[src/rtl/display_pkg.sv]
// Shared constants for the two-digit seven-segment display path.
// Segment patterns are active-low {g,f,e,d,c,b,a}.
package display_pkg;

  localparam logic [6:0] SEG_BLANK = 7'h7F;
  localparam logic [6:0] SEG_DASH  = 7'h3F;
  localparam logic [6:0] SEG_0     = 7'h40;
  localparam logic [6:0] SEG_1     = 7'h79;
  localparam logic [6:0] SEG_2     = 7'h24;
  localparam logic [6:0] SEG_3     = 7'h30;
  localparam logic [6:0] SEG_4     = 7'h19;
  localparam logic [6:0] SEG_5     = 7'h12;
  localparam logic [6:0] SEG_6     = 7'h02;
  localparam logic [6:0] SEG_7     = 7'h78;
  localparam logic [6:0] SEG_8     = 7'h00;
  localparam logic [6:0] SEG_9     = 7'h10;

  localparam logic [1:0] ANODE_OFF = 2'b11;
  localparam logic [1:0] ANODE_U   = 2'b10;
  localparam logic [1:0] ANODE_T   = 2'b01;

  typedef enum logic [1:0] {
    GAP_U  = 2'd0,
    SHOW_U = 2'd1,
    GAP_T  = 2'd2,
    SHOW_T = 2'd3
  } scan_state_t;

endpackage

[src/rtl/bcd_to_7seg.sv]
// BCD digit to active-low seven-segment pattern.
// Non-decimal codes render as a dash.
module bcd_to_7seg
  import display_pkg::*;
(
  input  logic [3:0] bcd,
  output logic [6:0] seg
);

  // Pure lookup; codes 10..15 fall through to the dash pattern
  always_comb begin
    seg = SEG_DASH;
    case (bcd)
      4'd0:    seg = SEG_0;
      4'd1:    seg = SEG_1;
      4'd2:    seg = SEG_2;
      4'd3:    seg = SEG_3;
      4'd4:    seg = SEG_4;
      4'd5:    seg = SEG_5;
      4'd6:    seg = SEG_6;
      4'd7:    seg = SEG_7;
      4'd8:    seg = SEG_8;
      4'd9:    seg = SEG_9;
      default: seg = SEG_DASH;
    endcase
  end

endmodule

[src/rtl/bcd_display_mux.sv]
// Two-digit multiplexed common-anode display driver.
// Digits are snapshotted once per frame; each slot opens with an anode-off gap.
module bcd_display_mux
  import display_pkg::*;
#(
  parameter int REFRESH_DIV = 100000,
  parameter int GAP_CYCLES  = 1000
) (
  input  logic       CLK,
  input  logic       Reset,
  input  logic [3:0] Units,
  input  logic [3:0] Tens,
  input  logic       Blank_lz,
  output logic [6:0] Seg,
  output logic [1:0] Anode,
  output logic       Frame_tick
);

  localparam int CW = $clog2(REFRESH_DIV);

  localparam logic [CW-1:0] CNT_LAST =
    CW'(REFRESH_DIV - 1);
  localparam logic [CW-1:0] GAP_LAST =
    CW'(GAP_CYCLES - 1);

  scan_state_t state;
  scan_state_t state_nxt;

  logic [CW-1:0] cnt;
  logic [3:0]    u_q;
  logic [3:0]    t_q;
  logic [3:0]    digit;
  logic [6:0]    digit_seg;
  logic [6:0]    seg_d;
  logic [1:0]    anode_d;
  logic          slot_end;
  logic          gap_end;
  logic          frame_start;
  logic          tens_blank;

  assign slot_end    = (cnt == CNT_LAST);
  assign gap_end     = (cnt == GAP_LAST);
  assign frame_start = (state == GAP_U) &&
                       (cnt == '0);
  assign tens_blank  = Blank_lz && (t_q == 4'd0);

  // Slot counter: free-running 0..REFRESH_DIV-1
  always_ff @(posedge CLK or negedge Reset) begin
    if (!Reset) begin
      cnt <= '0;
    end else if (slot_end) begin
      cnt <= '0;
    end else begin
      cnt <= cnt + 1'b1;
    end
  end

  // Scan state register
  always_ff @(posedge CLK or negedge Reset) begin
    if (!Reset) begin
      state <= GAP_U;
    end else begin
      state <= state_nxt;
    end
  end

  // Gap ends after GAP_CYCLES; show ends at slot wrap
  always_comb begin
    state_nxt = state;
    unique case (state)
      GAP_U:  if (gap_end)  state_nxt = SHOW_U;
      SHOW_U: if (slot_end) state_nxt = GAP_T;
      GAP_T:  if (gap_end)  state_nxt = SHOW_T;
      SHOW_T: if (slot_end) state_nxt = GAP_U;
      default:              state_nxt = GAP_U;
    endcase
  end

  // Capture both digits together at frame start
  always_ff @(posedge CLK or negedge Reset) begin
    if (!Reset) begin
      u_q <= 4'd0;
      t_q <= 4'd0;
    end else if (frame_start) begin
      u_q <= Units;
      t_q <= Tens;
    end
  end

  assign digit = (state == SHOW_T) ? t_q : u_q;

  bcd_to_7seg u_dec (
    .bcd (digit),
    .seg (digit_seg)
  );

  // Moore output decode; leading-zero blank uses live Blank_lz
  always_comb begin
    seg_d   = SEG_BLANK;
    anode_d = ANODE_OFF;
    unique case (state)
      GAP_U, GAP_T: begin
        seg_d   = SEG_BLANK;
        anode_d = ANODE_OFF;
      end
      SHOW_U: begin
        seg_d   = digit_seg;
        anode_d = ANODE_U;
      end
      SHOW_T: begin
        if (!tens_blank) begin
          seg_d   = digit_seg;
          anode_d = ANODE_T;
        end
      end
      default: begin
        seg_d   = SEG_BLANK;
        anode_d = ANODE_OFF;
      end
    endcase
  end

  // Registered outputs, one cycle behind the state register
  always_ff @(posedge CLK or negedge Reset) begin
    if (!Reset) begin
      Seg        <= SEG_BLANK;
      Anode      <= ANODE_OFF;
      Frame_tick <= 1'b0;
    end else begin
      Seg        <= seg_d;
      Anode      <= anode_d;
      Frame_tick <= frame_start;
    end
  end

endmodule

[config.mk]
export PLATFORM = sky130hd
export DESIGN_NAME = bcd_display_mux
export DESIGN_NICKNAME = d
export VERILOG_FILES = /design/src/rtl/display_pkg.sv /design/src/rtl/bcd_to_7seg.sv /design/src/rtl/bcd_display_mux.sv
export SDC_FILE = /design/constraint.sdc
export NUM_CORES = 1
export LEC_CHECK = 0
export CAP_MARGIN = 20
export CORE_AREA = 2 2 52 91
export DETAILED_ROUTE_END_ITERATION = 10
export DIE_AREA = 0 0 54 93
export GPL_TIMING_DRIVEN = 0
export PLACE_DENSITY = 0.68
export SLEW_MARGIN = 20
export SYNTH_ARGS = -nofsm -noshare
export SYNTH_HDL_FRONTEND = slang
export SYNTH_SLANG_ARGS = --single-unit
[constraint.sdc]
create_clock -name CLK -period 4.2 [get_ports CLK]
set_input_delay 0.84 -clock CLK [delete_from_list [all_inputs] [get_ports CLK]]
set_output_delay 0.84 -clock CLK [all_outputs]
set_load 0.02 [all_outputs]
After elaboration in Yosys (flattened, before gate mapping)
Memories as Yosys holds them, arrays and structs flattened. Cells that the tools add are included.

Logic and storage cells: 36. Register bits: 37. Bits in read-only memories: 112. Output and inout bits: 10. Bits of input ports: 11. Memories kept: 1.

Memory list: (no name shown) (depth 16, width 7, rd ports 1, clocked after Yosys merged registers in 0, wr ports 0, line bcd_to_7seg.sv:13) `case (bcd)`.

Reduce and logical (&&, ||, !) cells: 7. $add $sub $neg: 1. Equality and inequality tests: 9. Muxes and demuxes: 11.

Operators by type and width (count): case mux 7 bit (3 select lines) (1); adder 17 x 1 -> 17 bit (second input constant) (1); equality test 17 x 10 -> 1 bit (second input constant) (1); equality test 17 bit (second input constant) (1); zero test 17 bit (1); 2-to-1 mux 17 bit (1); 2-to-1 mux 2 bit (5); != test 2 bit (second input constant) (4); case mux 2 bit (4 select lines) (1); 2-to-1 mux 7 bit (1); case mux 2 bit (3 select lines) (1); equality test 2 bit (second input constant) (2); zero test 4 bit (1); 2-to-1 mux 4 bit (1); AND reduction 4 bit (1); equality test 2 x 1 -> 1 bit (second input constant) (1); logical AND 1 bit (2); zero test 2 bit (1); OR reduction 2 bit (1).

Logic depth before layout (Yosys ltp)
An unclocked memory read counts as a cell.

Word-level depth: 5. Depth in mapped cells: 8. Gate-level depth less buffers: 7.

Cells and area by module
Synthesis repeated with hierarchy kept, for this count alone.

Cells, all modules: 194. Area, all modules: 1946.9 um^2.

Modules (own cells, without submodules): bcd_display_mux (cells each 163, area each 1722.9 um^2, instances 1, sequential area each 937.1 um^2); bcd_to_7seg (cells each 31, area each 224.0 um^2, instances 1, sequential area each 0.0 um^2).

Worst setup path after synthesis
Ideal clock, no wire load.

Path type: flip-flop to flip-flop. Start: register state[0]. End: register Seg[3]. Stages on the path, launching flop included: 8. Setup time: 0.099 ns. Path buffers: 1. Period minus slack after synthesis: 1.860 ns. Slack: 2.340 ns. Required time: 4.101 ns. Arrival: 1.760 ns. Cell sequence: dfrtp_1 -> ha_1 -> clkbuf_1 -> mux2i_1 -> inv_1 -> ha_1 -> mux2i_1 -> o21ai_0.

Cells in the longest elaborated chain, start to end: 5. Elaborated cells on any way between the ends: 9. Those cells by class: eq/ne: 3; mux: 3; reduce/logical: 2; memory: 1.

RTL lines: start, declared (line bcd_display_mux.sv:26) `scan_state_t state;`; start signal, assigned (line bcd_display_mux.sv:63) `state <= state_nxt;`; equality test 2 bit (line bcd_display_mux.sv:90, bcd_display_mux.sv:101); 2-to-1 mux 4 bit (line bcd_display_mux.sv:90) `assign digit = (state == SHOW_T) ? t_q : u_q;`; memory (16 x 7 bit); 2-to-1 mux 7 bit (line bcd_display_mux.sv:111) `if (!tens_blank) begin`; case mux 7 bit (3 select lines) * (line bcd_display_mux.sv:101) `unique case (state)`; via seg_d[3] (line bcd_display_mux.sv:34) `logic [6:0] seg_d;`; end signal, assigned (line bcd_display_mux.sv:130) `Seg <= seg_d;`; end, declared (line bcd_display_mux.sv:14) `output logic [6:0] Seg,`.

The timed path passes the listed nets; every way through them passes the cells marked *. A chain may end at the register's enable or synchronous reset.

Worst setup path in the final report
Ends and elaborated chain as after synthesis.

==> impl_metrics.tcl <==
set metrics [dict create \
    status "finished, final reports clean" \
    grt_start_max_net_pins 34 \
    drive_above_1_share 0.177 \
    synth_top_area_cell "dfrtp_1" \
    detail_route.vias_per_cell 5.37 \
    leakagePower_nw 0.987 \
    rsz0062_at_grt "false" \
    core_area_um2 4320 \
    met2_length_um 2130 \
    fin_ws_ns 1.89 \
    synth_top_area_frac 0.374 \
    n_antenna_cell 0 \
    die_y_um 93 \
    postCtsResizedCells 0 \
    cp.arrival_ns 2.50 \
    worstSetupEndpointType "flop" \
    drc 0 \
    synth_edf_count 0 \
    p_per_area_nw_per_um2 290 \
    pin_count 21 \
    clockPowerShare 0.386 \
    num-nets-final 216 \
    area_growth_pct 19.7 \
    pwr-share-comb 0.055 \
    htreeDepth 2 \
    period_minus_slack_ns 2.31 \
    crit_buf_inv 2 \
    setup_violations 0 \
    dr.pass1.iters 4 \
    slowest_stage "mux2i_1" \
    ys_types 33 \
    tightest_slew_ns 0.525 \
    first_iter_violations 34 \
    vias 1305 \
    initial_core_util 0.433 \
    synth_area_leaders "dfrtp_1, dfstp_2, ha_1" \
    power_frac_seq 0.559 \
    syn_inst 163 \
    p_sw_uw 137 \
    synth.most_common_cell "dfrtp_1" \
    die_x_um 54 \
    critical_path.top_delay_family "multiplexers" \
    r2r_setup_slack_ns 1.89 \
    cts_sinks 37 \
    seq_area_frac_synth 0.500 \
    async_flop_share 1.00 \
    row_count 32 \
    highest_layer "met4" \
    cp-start-kind "flop" \
    post-route-period-util 0.549 \
    postCtsSetupBuffers 0 \
    slew_viol_final 0 \
    skew_ns 0.00968 \
    p_int_uw 512 \
    finalHoldViolCount 0 \
    postRouteAntennaNets 0 \
    io_buffer_count 20 \
    cap_violations 0 \
    place_area_um2 2150 \
    met3_length_um 159 \
    max_stage_delay_ns 0.49 \
    synth_area_per_cell_um2 11.5 \
    cts_tree "done" \
    max-slew-margin-rel 0.645 \
    cts_buffers 5 \
    ys.flop_type "dfrtp_1" \
    hold_buffers 0 \
    routed_wl_um 3630 \
    critical_path_class "reg2reg" \
    worstPathRequired_ns 4.39 \
    p_sw_frac 0.212 \
    syn_area_um2 1870 \
    clock-root-buffer "clkbuf_8" \
    grt_pass1_vias 1391 \
    ys_ff_latch 37 \
    dpl_worst_slack_ns 1.81 \
    synth_common_cells "dfrtp_1, nor2_1, ha_1, nand3_1, mux2_2" \
    yosys_warnings 0 \
    ir_drop_uv 187 \
    wl_met1_um 1250 \
    crit_chain "ha_1 -> clkbuf_1 -> mux2i_1 -> inv_1 -> ha_1 -> mux2i_1 -> o21ai_0" \
    clk_pin_slew_worst_paths_ns 0.06 \
    dieArea_um2 5020 \
    gr-usage-all-layers 0.167 \
    clock.fmax_mhz 434 \
    wl_per_cell_um 14.9 \
    gp_congestion 0.782 \
    n_fill_cell 406 \
    cts_buffer_depth 2 \
    overflow 0 \
    synth_fp_nets 188 \
    place_hpwl_um 2770 \
    crit_fanout 7 \
    worstSkewPairLatency_ns 0.29 \
    tns_ns 0 \
    grt_pass1_wl_um 5990 \
    min_path_type "in2async" \
    antenna_found_initial 0 \
    final_area_um2 2240 \
]
## state kept, by name (all words and copies together), names as in the netlist
name / cells
u_q: 4
Seg: 7
t_q: 4
Frame_tick: 1
cnt: 17
state: 2
Anode: 2
## worst paths after layout
| kind | start | end | cells after the start |
|---|---|---|---|
| max reg2reg | state[0] | Seg[3] | 7 |
| max in group asynchronous | Reset | Seg[3] | 2 |
| min | Reset | state[1] | 1 |
| min reg2reg | cnt[4] | cnt[4] | 1 |
| max | state[0] | Seg[3] | 7 |
| min in group CLK | cnt[4] | cnt[4] | 1 |
## cells by family after synthesis
logic type / share of synthesized area
flops: 0.500
simple gates: 0.166
compound gates: 0.0527
buf+inv: 0.0220
fa+ha+maj: 0.0935
mux: 0.105
xor+xnor: 0.0607
## power groups by stage
stage | combinational (mW) | clock, mW | sequential [mW]
2_1_floorplan | 0.0146 | 0 | 0.369
3_3_place_gp | 0.0327 | 0 | 0.370
3_5_place_dp | 0.0364 | 0 | 0.370
4_1_cts | 0.0365 | 0.259 | 0.363
5_1_grt | 0.0402 | 0.279 | 0.364
6_report | 0.0358 | 0.251 | 0.363
## per-stage QoR
| step | utilization | power [mW] | hold WS [ns] | instances |
|---|---|---|---|---|
| floorplan | - | 0.383 | 0.454 | 163 |
| global placement | 0.495 | 0.402 | 0.481 | 234 |
| detailed placement | 0.498 | 0.406 | 0.481 | 235 |
| CTS | 0.519 | 0.659 | 0.361 | 243 |
| global route | 0.519 | 0.683 | 0.367 | 243 |
| finish | 0.519 | 0.650 | 0.370 | 243 |
## layout by cell type (no fill, tap or decap), drive strengths merged
cell type	n
nor2b	1
o21a	2
clkdlybuf4s50	19
nor2	16
a21oi	2
nor4bb	1
mux2i	7
nand3b	1
dfstp	9
or4	2
o22ai	2
inv	8
ha	14
nand4	3
nand2b	2
nand3	12
nand2	8
and4	2
dfrtp	28
o21ai	8
xor2	7
a21boi	2
and3	5
mux2	11
nor4	2
xnor2	6
buf	3
clkbuf	9
## routing by layer
layer	up-vias	GRT usage
li1	614	-
met1	656	0.149
met2	26	0.322
met3	9	0.0351
met4	0	0.0813
met5	-	0
## final cells by class
| class | instances | area [um^2] | area share |
|---|---|---|---|
| Inverter | 8 | 30.0 | 0.0134 |
| Timing Repair Buffer | 21 | 215 | 0.0959 |
| Clock buffer | 8 | 90.1 | 0.0402 |
| Tap cell | 51 | 63.8 | 0.0284 |
| Buffer | 2 | 11.3 | 0.00502 |
| Sequential cell | 37 | 937 | 0.418 |
| Multi-Input combinational cell | 116 | 896 | 0.399 |
## worst register-to-register path: stages (launching register included)
cell and delay (ns):
dfrtp_1 0.42, ha_1 0.16, clkbuf_1 0.36, mux2i_1 0.50, inv_1 0.17, ha_1 0.33
mux2i_1 0.07, o21ai_0 0.22
Power figures use the tool's default switching activity.
